## config.mk

```make
export PLATFORM = sky130hd
export DESIGN_NAME = mmio_resp
export DESIGN_NICKNAME = d
export VERILOG_FILES = /design/src/rtl/mmio_pkg.sv /design/src/rtl/mmio_fifo.sv /design/src/rtl/mmio_resp.sv
export SDC_FILE = /design/constraint.sdc
export NUM_CORES = 1
export LEC_CHECK = 0
export ABC_CLOCK_PERIOD_IN_PS = 4850
export CORE_UTILIZATION = 40
export DETAILED_ROUTE_END_ITERATION = 16
export SLEW_MARGIN = 20
export SYNTH_ARGS = -nofsm -noshare
export SYNTH_HDL_FRONTEND = slang
export SYNTH_SLANG_ARGS = --single-unit
```

## constraint.sdc

```tcl
create_clock -name clock -period 4.85 [get_ports clock]
set_input_delay 0.485 -clock clock [delete_from_list [all_inputs] [get_ports clock]]
set_output_delay 0.485 -clock clock [all_outputs]
set_load 0.005 [all_outputs]
```

## src/rtl/mmio_pkg.sv

```systemverilog
// Shared definitions for the mmio_resp peripheral window: register offsets,
// memop encodings and the load-extend / store-lane helpers also used by dmem.
package mmio_pkg;

    localparam logic [2:0] OFF_KBD_DATA = 3'd0;
    localparam logic [2:0] OFF_KBD_STAT = 3'd1;
    localparam logic [2:0] OFF_TIMER_MS = 3'd2;
    localparam logic [2:0] OFF_LED      = 3'd3;
    localparam logic [2:0] OFF_CYCLE    = 3'd4;
    localparam logic [2:0] OFF_CMP      = 3'd5;

    typedef enum logic [2:0] {
        MOP_LB  = 3'b000,
        MOP_LH  = 3'b001,
        MOP_LW  = 3'b010,
        MOP_LBU = 3'b100,
        MOP_LHU = 3'b101
    } memop_e;

    // Undefined memop codes fall through to a full-word load.
    function automatic logic [31:0] extend(input logic [31:0] word,
                                           input logic [2:0]  memop,
                                           input logic [1:0]  lane);
        logic [7:0]  b;
        logic [15:0] h;
        b = word[{lane, 3'b000} +: 8];
        h = lane[1] ? word[31:16] : word[15:0];
        case (memop)
            MOP_LB:  return {{24{b[7]}}, b};
            MOP_LH:  return {{16{h[15]}}, h};
            MOP_LBU: return {24'b0, b};
            MOP_LHU: return {16'b0, h};
            default: return word;
        endcase
    endfunction

    // size: 00 byte, 01 halfword, otherwise word; store data arrives right-aligned.
    function automatic logic [31:0] storeMerge(input logic [31:0] oldWord,
                                               input logic [31:0] wdata,
                                               input logic [1:0]  size,
                                               input logic [1:0]  lane);
        logic [31:0] mask;
        logic [31:0] data;
        case (size)
            2'b00: begin
                mask = 32'h0000_00FF << {lane, 3'b000};
                data = {4{wdata[7:0]}};
            end
            2'b01: begin
                mask = lane[1] ? 32'hFFFF_0000 : 32'h0000_FFFF;
                data = {2{wdata[15:0]}};
            end
            default: begin
                mask = 32'hFFFF_FFFF;
                data = wdata;
            end
        endcase
        return (oldWord & ~mask) | (data & mask);
    endfunction

endpackage

```

## src/rtl/mmio_fifo.sv

```systemverilog
// Keyboard scan-code FIFO, 8 bits wide. A push while full is accepted only
// when a pop happens in the same cycle; pops while empty are ignored.
module mmio_fifo #(
    parameter int DEPTH = 16
) (
    input  logic                     clock,
    input  logic                     reset,
    input  logic                     push,
    input  logic [7:0]               din,
    input  logic                     pop,
    output logic [7:0]               dout,
    output logic [$clog2(DEPTH):0]   count,
    output logic                     full,
    output logic                     empty
);

    localparam int AW = $clog2(DEPTH);

    logic [7:0]    mem_q [DEPTH];
    logic [AW-1:0] rdPtr_q, rdPtr_d;
    logic [AW-1:0] wrPtr_q, wrPtr_d;
    logic [AW:0]   count_q, count_d;
    logic          doPush, doPop;

    assign empty  = (count_q == '0);
    assign full   = (count_q == (AW+1)'(DEPTH));
    assign count  = count_q;
    assign dout   = mem_q[rdPtr_q];
    assign doPop  = pop && !empty;
    assign doPush = push && (!full || doPop);

    always_comb begin
        rdPtr_d = rdPtr_q;
        wrPtr_d = wrPtr_q;
        count_d = count_q;
        if (doPop)  rdPtr_d = rdPtr_q + 1'b1;
        if (doPush) wrPtr_d = wrPtr_q + 1'b1;
        case ({doPush, doPop})
            2'b10:   count_d = count_q + 1'b1;
            2'b01:   count_d = count_q - 1'b1;
            default: count_d = count_q;
        endcase
    end

    always_ff @(posedge clock or posedge reset) begin
        if (reset) begin
            rdPtr_q <= '0;
            wrPtr_q <= '0;
            count_q <= '0;
        end else begin
            rdPtr_q <= rdPtr_d;
            wrPtr_q <= wrPtr_d;
            count_q <= count_d;
        end
    end

    // Storage needs no reset: entries are only visible once count covers them.
    always_ff @(posedge clock) begin
        if (doPush) mem_q[wrPtr_q] <= din;
    end

endmodule

```

## src/rtl/mmio_resp.sv

```systemverilog
// Peripheral window beside dmem: keyboard FIFO, ms timer, cycle counter, LEDs.
// Define MMIO_TIMER_CMP_EN to build the CMP register and timer-compare irq.
module mmio_resp
    import mmio_pkg::*;
#(
    parameter logic [11:0] BASE       = 12'h002,
    parameter int          CLK_HZ     = 50000000,
    parameter int          FIFO_DEPTH = 16
) (
    input  logic        clock,
    input  logic        reset,
    input  logic [31:0] addr,
    input  logic [31:0] datain,
    output logic [31:0] dataout,
    input  logic [2:0]  memop,
    input  logic        we,
    input  logic        re,
    input  logic [7:0]  kbd_code,
    input  logic        kbd_valid,
    output logic [15:0] led,
    output logic        irq
);

    localparam int            PRESC     = CLK_HZ / 1000;
    localparam int            PW        = (PRESC > 1) ? $clog2(PRESC) : 1;
    localparam logic [PW-1:0] PRESC_MAX = PW'(PRESC - 1);
    localparam int            CW        = $clog2(FIFO_DEPTH) + 1;

    logic          sel, rdEn, wrEn, timerWr, tick;
    logic [2:0]    off;
    logic [31:0]   rdWord;
    logic          unusedAddrBits;

    logic [7:0]    kbdDout;
    logic [CW-1:0] kbdCount;
    logic          kbdFull, kbdEmpty, kbdPop;

    logic [31:0]   dataout_q, dataout_d;
    logic [15:0]   led_q, led_d;
    logic [31:0]   timerMs_q, timerMs_d;
    logic [PW-1:0] presc_q, presc_d;
    logic [31:0]   cycle_q, cycle_d;
    logic          overflow_q, overflow_d;

    // Only addr[31:20] and addr[4:0] decode; the rest of the window aliases.
    assign unusedAddrBits = ^addr[19:5];

    assign sel     = (addr[31:20] == BASE);
    assign rdEn    = re && sel;
    assign wrEn    = we && sel;
    assign off     = addr[4:2];
    assign timerWr = wrEn && (off == OFF_TIMER_MS);
    assign tick    = (presc_q == PRESC_MAX);
    assign kbdPop  = rdEn && (off == OFF_KBD_DATA) && !kbdEmpty;

    mmio_fifo #(.DEPTH(FIFO_DEPTH)) u_fifo (
        .clock (clock),
        .reset (reset),
        .push  (kbd_valid),
        .din   (kbd_code),
        .pop   (kbdPop),
        .dout  (kbdDout),
        .count (kbdCount),
        .full  (kbdFull),
        .empty (kbdEmpty)
    );

`ifdef MMIO_TIMER_CMP_EN
    logic [31:0] cmp_q, cmp_d;
    logic        irq_q, irq_d;

    // A CMP store clears irq even if the compare would fire in the same cycle.
    always_comb begin
        cmp_d = cmp_q;
        irq_d = irq_q;
        if (tick && !timerWr && ((timerMs_q + 32'd1) == cmp_q)) irq_d = 1'b1;
        if (wrEn && (off == OFF_CMP)) begin
            cmp_d = storeMerge(cmp_q, datain, memop[1:0], addr[1:0]);
            irq_d = 1'b0;
        end
    end

    always_ff @(posedge clock or posedge reset) begin
        if (reset) begin
            cmp_q <= 32'hFFFF_FFFF;
            irq_q <= 1'b0;
        end else begin
            cmp_q <= cmp_d;
            irq_q <= irq_d;
        end
    end

    assign irq = irq_q;
`else
    assign irq = 1'b0;
`endif

    always_comb begin
        rdWord = '0;
        case (off)
            OFF_KBD_DATA: rdWord = kbdEmpty ? 32'h0 : {23'b0, 1'b1, kbdDout};
            OFF_KBD_STAT: rdWord = 32'({overflow_q, kbdCount});
            OFF_TIMER_MS: rdWord = timerMs_q;
            OFF_LED:      rdWord = {16'b0, led_q};
            OFF_CYCLE:    rdWord = cycle_q;
`ifdef MMIO_TIMER_CMP_EN
            OFF_CMP:      rdWord = cmp_q;
`endif
            default:      rdWord = '0;
        endcase
    end

    always_comb begin
        dataout_d  = dataout_q;
        led_d      = led_q;
        timerMs_d  = timerMs_q;
        presc_d    = presc_q + 1'b1;
        cycle_d    = cycle_q + 32'd1;
        overflow_d = overflow_q;

        if (rdEn) dataout_d = extend(rdWord, memop, addr[1:0]);

        if (wrEn && (off == OFF_LED))
            led_d = 16'(storeMerge({16'b0, led_q}, datain, memop[1:0], addr[1:0]));

        if (tick) begin
            presc_d   = '0;
            timerMs_d = timerMs_q + 32'd1;
        end
        if (timerWr) begin
            timerMs_d = storeMerge(timerMs_q, datain, memop[1:0], addr[1:0]);
            presc_d   = '0;
        end

        // A fresh drop outranks the clear-on-read so it is never lost.
        if (rdEn && (off == OFF_KBD_STAT)) overflow_d = 1'b0;
        if (kbd_valid && kbdFull && !kbdPop) overflow_d = 1'b1;
    end

    always_ff @(posedge clock or posedge reset) begin
        if (reset) begin
            dataout_q  <= '0;
            led_q      <= '0;
            timerMs_q  <= '0;
            presc_q    <= '0;
            cycle_q    <= '0;
            overflow_q <= 1'b0;
        end else begin
            dataout_q  <= dataout_d;
            led_q      <= led_d;
            timerMs_q  <= timerMs_d;
            presc_q    <= presc_d;
            cycle_q    <= cycle_d;
            overflow_q <= overflow_d;
        end
    end

    assign dataout = dataout_q;
    assign led     = led_q;

endmodule

```

==> impl_metrics.xml <==
<?xml version="1.0" encoding="UTF-8"?>
<metrics>
  <group name="finish">
    <metric name="final.fill_count" unit="">3021</metric>
    <metric name="stdcell_area" unit="µm²">16100</metric>
    <metric name="fin_nets" unit="">1374</metric>
    <metric name="synth_to_final_area_change" unit="%">18.4</metric>
    <metric name="drive_above_1_share" unit="">0.115</metric>
    <metric name="finish.cell_count_without_fillers" unit="">1752</metric>
    <metric name="num_antenna_cells" unit="">0</metric>
  </group>
  <group name="synth">
    <metric name="ys.warnings.count" unit="">0</metric>
    <metric name="synth_top_flop_cell" unit="">dfrtp_1</metric>
    <metric name="syn_nets" unit="">1282</metric>
    <metric name="syn-instance-count" unit="">1190</metric>
    <metric name="synth_async_sr_flop_share" unit="">0.526</metric>
    <metric name="synth_enable_flop_cells" unit="">128</metric>
    <metric name="synth_top_area_share" unit="">0.283</metric>
    <metric name="ys_seq_elements" unit="">270</metric>
    <metric name="synth_area_leaders" unit="">edfxtp_1 28%, dfrtp_1 26%, mux4_2 5.1%</metric>
    <metric name="synth_area" unit="µm²">13600</metric>
    <metric name="post_synth.cell_area_avg" unit="µm²">11.4</metric>
    <metric name="post-synth-top-area-cell" unit="">edfxtp_1</metric>
    <metric name="part_of_the_yosys_area_used_for_sequential_elements" unit="">0.544</metric>
    <metric name="synth.lib_cells_used.distinct" unit="">85</metric>
  </group>
  <group name="power_and_ir_drop">
    <metric name="power.density" unit="nW/µm²">344</metric>
    <metric name="power.switching" unit="mW">1.40</metric>
    <metric name="power" unit="mW">5.54</metric>
    <metric name="share_of_power_burned_in_registers" unit="">0.484</metric>
    <metric name="power_frac_comb" unit="">0.107</metric>
    <metric name="fraction_of_power_spent_switching_nets" unit="">0.253</metric>
    <metric name="internal_power" unit="mW">4.14</metric>
    <metric name="vdd_ir_drop_max" unit="mV">0.328</metric>
    <metric name="leakage_power_figure" unit="nW">6.02</metric>
    <metric name="power_frac_clock" unit="">0.409</metric>
  </group>
  <group name="timing">
    <metric name="skew" unit="ns">0.0133</metric>
    <metric name="finalHoldViolCount" unit="">0</metric>
    <metric name="period_minus_slack" unit="ns">3.14</metric>
    <metric name="rsz0062_at_grt" unit="">false</metric>
    <metric name="timing.slew.headroom" unit="">0.325</metric>
    <metric name="drv_slew" unit="">0</metric>
    <metric name="timing.fmax" unit="MHz">318</metric>
    <metric name="tightest_slew" unit="ns">1.01</metric>
    <metric name="setup_tns" unit="ns">0</metric>
    <metric name="setup_violations" unit="">0</metric>
    <metric name="fin_crit_sh" unit="">0.648</metric>
  </group>
  <group name="setup_path">
    <metric name="critical_path.endpoint_type" unit="">flop</metric>
    <metric name="worst-path-max-fanout" unit="">26</metric>
    <metric name="worst_ep_required_time" unit="ns">5.05</metric>
    <metric name="worstSetupPathType" unit="">input pin to flop</metric>
    <metric name="start_kind" unit="">input pin</metric>
    <metric name="critical_path_arrival" unit="ns">3.34</metric>
  </group>
  <group name="floorplan">
    <metric name="floorplan.initialDensity" unit="">0.407</metric>
    <metric name="core_region_area" unit="µm²">33400</metric>
    <metric name="io_pins" unit="">129</metric>
    <metric name="row_cnt" unit="">67</metric>
    <metric name="die_height" unit="µm">186</metric>
    <metric name="die_x" unit="µm">186</metric>
    <metric name="die-area" unit="µm²">34700</metric>
  </group>
  <group name="cts">
    <metric name="cts_resized" unit="">0</metric>
    <metric name="cts.repair_timing.setup_buffer_count" unit="">0</metric>
    <metric name="clock_root_buffer_master" unit="">clkbuf_16</metric>
    <metric name="cts.htree.levels" unit="">1</metric>
    <metric name="cts-hold-fix-buffers" unit="">0</metric>
    <metric name="cts.sink_count" unit="">270</metric>
    <metric name="cts_made_buffers" unit="">30</metric>
    <metric name="tritoncts" unit="">done</metric>
    <metric name="clkTransAtPathRegs" unit="ns">0.06</metric>
    <metric name="worst_skew_pair.late_latency" unit="ns">0.57</metric>
    <metric name="cts_max_path_buffers" unit="">3</metric>
  </group>
  <group name="placed_design">
    <metric name="numPortBuffers" unit="">112</metric>
    <metric name="dp_hpwl" unit="µm">26300</metric>
    <metric name="postPlaceCellArea" unit="µm²">15100</metric>
    <metric name="globalplace.congestion" unit="">0.902</metric>
    <metric name="placed_cells" unit="">1698</metric>
  </group>
  <group name="drt">
    <metric name="drt_drc_violations_left" unit="">0</metric>
    <metric name="detailedRoute.firstPassIterationCount" unit="">5</metric>
    <metric name="route.vias.total" unit="">10000</metric>
    <metric name="detailedRoute.firstIterationViolations" unit="">862</metric>
    <metric name="wirelength_routed" unit="µm">37500</metric>
    <metric name="antenna_violating_nets_post_route" unit="">0</metric>
    <metric name="wire_per_inst" unit="µm">21.4</metric>
    <metric name="vias_per_cell" unit="">5.73</metric>
  </group>
  <group name="grt">
    <metric name="grt_antenna_before_repair" unit="">1</metric>
    <metric name="grt_start_max_net_pins" unit="">64</metric>
    <metric name="globalRouteTotalUtil" unit="">0.218</metric>
    <metric name="first_global_vias" unit="">9923</metric>
    <metric name="grt_first_pass_wirelength" unit="µm">59100</metric>
    <metric name="globalRouteOverflowTotal" unit="">0</metric>
  </group>
  <group name="run_status">
    <metric name="status" unit="">finished, final reports clean</metric>
  </group>
  <group name="hold_path">
    <metric name="hold_class" unit="">input pin to async pin</metric>
  </group>
  <group name="job">
    <metric name="max_cap_violations" unit="">0</metric>
  </group>
</metrics>
## metrics by stage
stage / utilization / hold slack, ns / setup WS, ns
3_5_place_dp: 0.452 / 0.451 / 1.12
5_1_grt: 0.481 / 0.416 / 1.45
2_1_floorplan: - / 0.425 / 0.555
4_1_cts: 0.481 / 0.398 / 1.71
3_3_place_gp: 0.452 / 0.443 / 1.18
6_report: 0.481 / 0.368 / 1.71
## per-layer routing
metal	global-route usage	routed length (µm)	vias up
met5	0	17	-
met4	0.0594	992	2
met3	0.0273	2010	73
met2	0.369	18400	335
met1	0.294	16100	4977
li1	-	-	4659
## cells in the mapped netlist (5+ instances only)
cell type  number
dfrtp_1       142
edfxtp_1      128
nor2_1        112
nand2_1        94
a21oi_1        80
clkbuf_1       41
nand3_1        37
a31oi_1        35
xnor2_1        34
mux2i_1        32
o21ai_0        32
mux4_2         31
nand3b_1       30
and3_1         24
mux2_2         24
nand4_1        22
a22oi_1        19
nor3_1         19
o21ai_1        18
xor2_1         18
buf_2          16
inv_1          14
and2_1         11
ha_1           11
a211oi_1       10
and4_1         10
nand2b_1       10
o211ai_1       10
o22ai_1        10
nor2b_1         9
buf_1           8
a21o_1          7
a221oi_1        6
buf_4           6
o21a_1          5
o22a_1          5
## critical path, cell delays in order
cell and delay, ns:
clkdlybuf4s50_1 0.44, nor4b_4 0.40, nand4_2 0.13, buf_4 0.25, nor4_1 0.35, o21a_1 0.35, nand2_1 0.25, nor2_1 0.66
## placed cells by master (no fill, tap or decap), types with 22 or more instances in the layout
master / instances
nand4_1: 22
edfxtp_1: 128
dfrtp_1: 141
mux2i_1: 32
mux4_2: 31
nand3b_1: 30
xnor2_1: 34
nor2_1: 112
a31oi_1: 35
mux2_2: 24
nand2_1: 94
and3_1: 24
o21ai_0: 32
clkdlybuf4s50_1: 110
a21oi_1: 80
nand3_1: 37
clkbuf_16: 30
## layout make-up
class                           count  area [µm²]  share of cell area
Clock buffer                       40         838              0.0521
Timing Repair Buffer              132        1260              0.0784
Inverter                           15        61.3             0.00381
Tap cell                          448         561              0.0348
Clock inverter                     14         151             0.00941
Sequential cell                   270        7400               0.460
Multi-Input combinational cell    833        5820               0.362
## power groups by stage
| stage | Sequential (mW) | Clock (mW) | Combinational [mW] |
|---|---|---|---|
| final | 2.68 | 2.26 | 0.595 |
| after global routing | 2.70 | 2.39 | 0.655 |
| after detailed placement | 2.73 | 0 | 0.597 |
| after global placement | 2.72 | 0 | 0.587 |
| after CTS | 2.68 | 2.31 | 0.602 |
| after floorplan | 2.68 | 0 | 0.400 |
## path summary, 6_finish.rpt
path	from	end	slack, ns	cells after the start
max	addr[20]	u_fifo.mem_q[7][2]$_DFFE_PP_	1.71	8
min	reset	async pin	0.37	2
max reg2reg	u_fifo.rdPtr_q[0]$_DFFE_PP0P_	dataout[13]$_DFFE_PP0N_	1.72	5
min reg2reg	presc_q[0]$_DFF_PP0_	presc_q[0]$_DFF_PP0_	0.47	1
max in group asynchronous	reset	presc_q[12]$_DFF_PP0_	3.37	3
min in group clock	presc_q[0]$_DFF_PP0_	presc_q[0]$_DFF_PP0_	0.47	1
## cell families after synthesis
logic type | count (synthesis) | share of synthesized area
buffers and inverters | 87 | 0.0277
XOR/XNOR | 52 | 0.0335
flip-flops | 270 | 0.544
adder cells (fa/ha/maj) | 12 | 0.0116
AO/OA/AOI/OAI | 276 | 0.132
other | 1 | 0.000276
multiplexers | 89 | 0.0970
AND/OR/NAND/NOR | 403 | 0.154
Power figures use the tool's default switching activity.
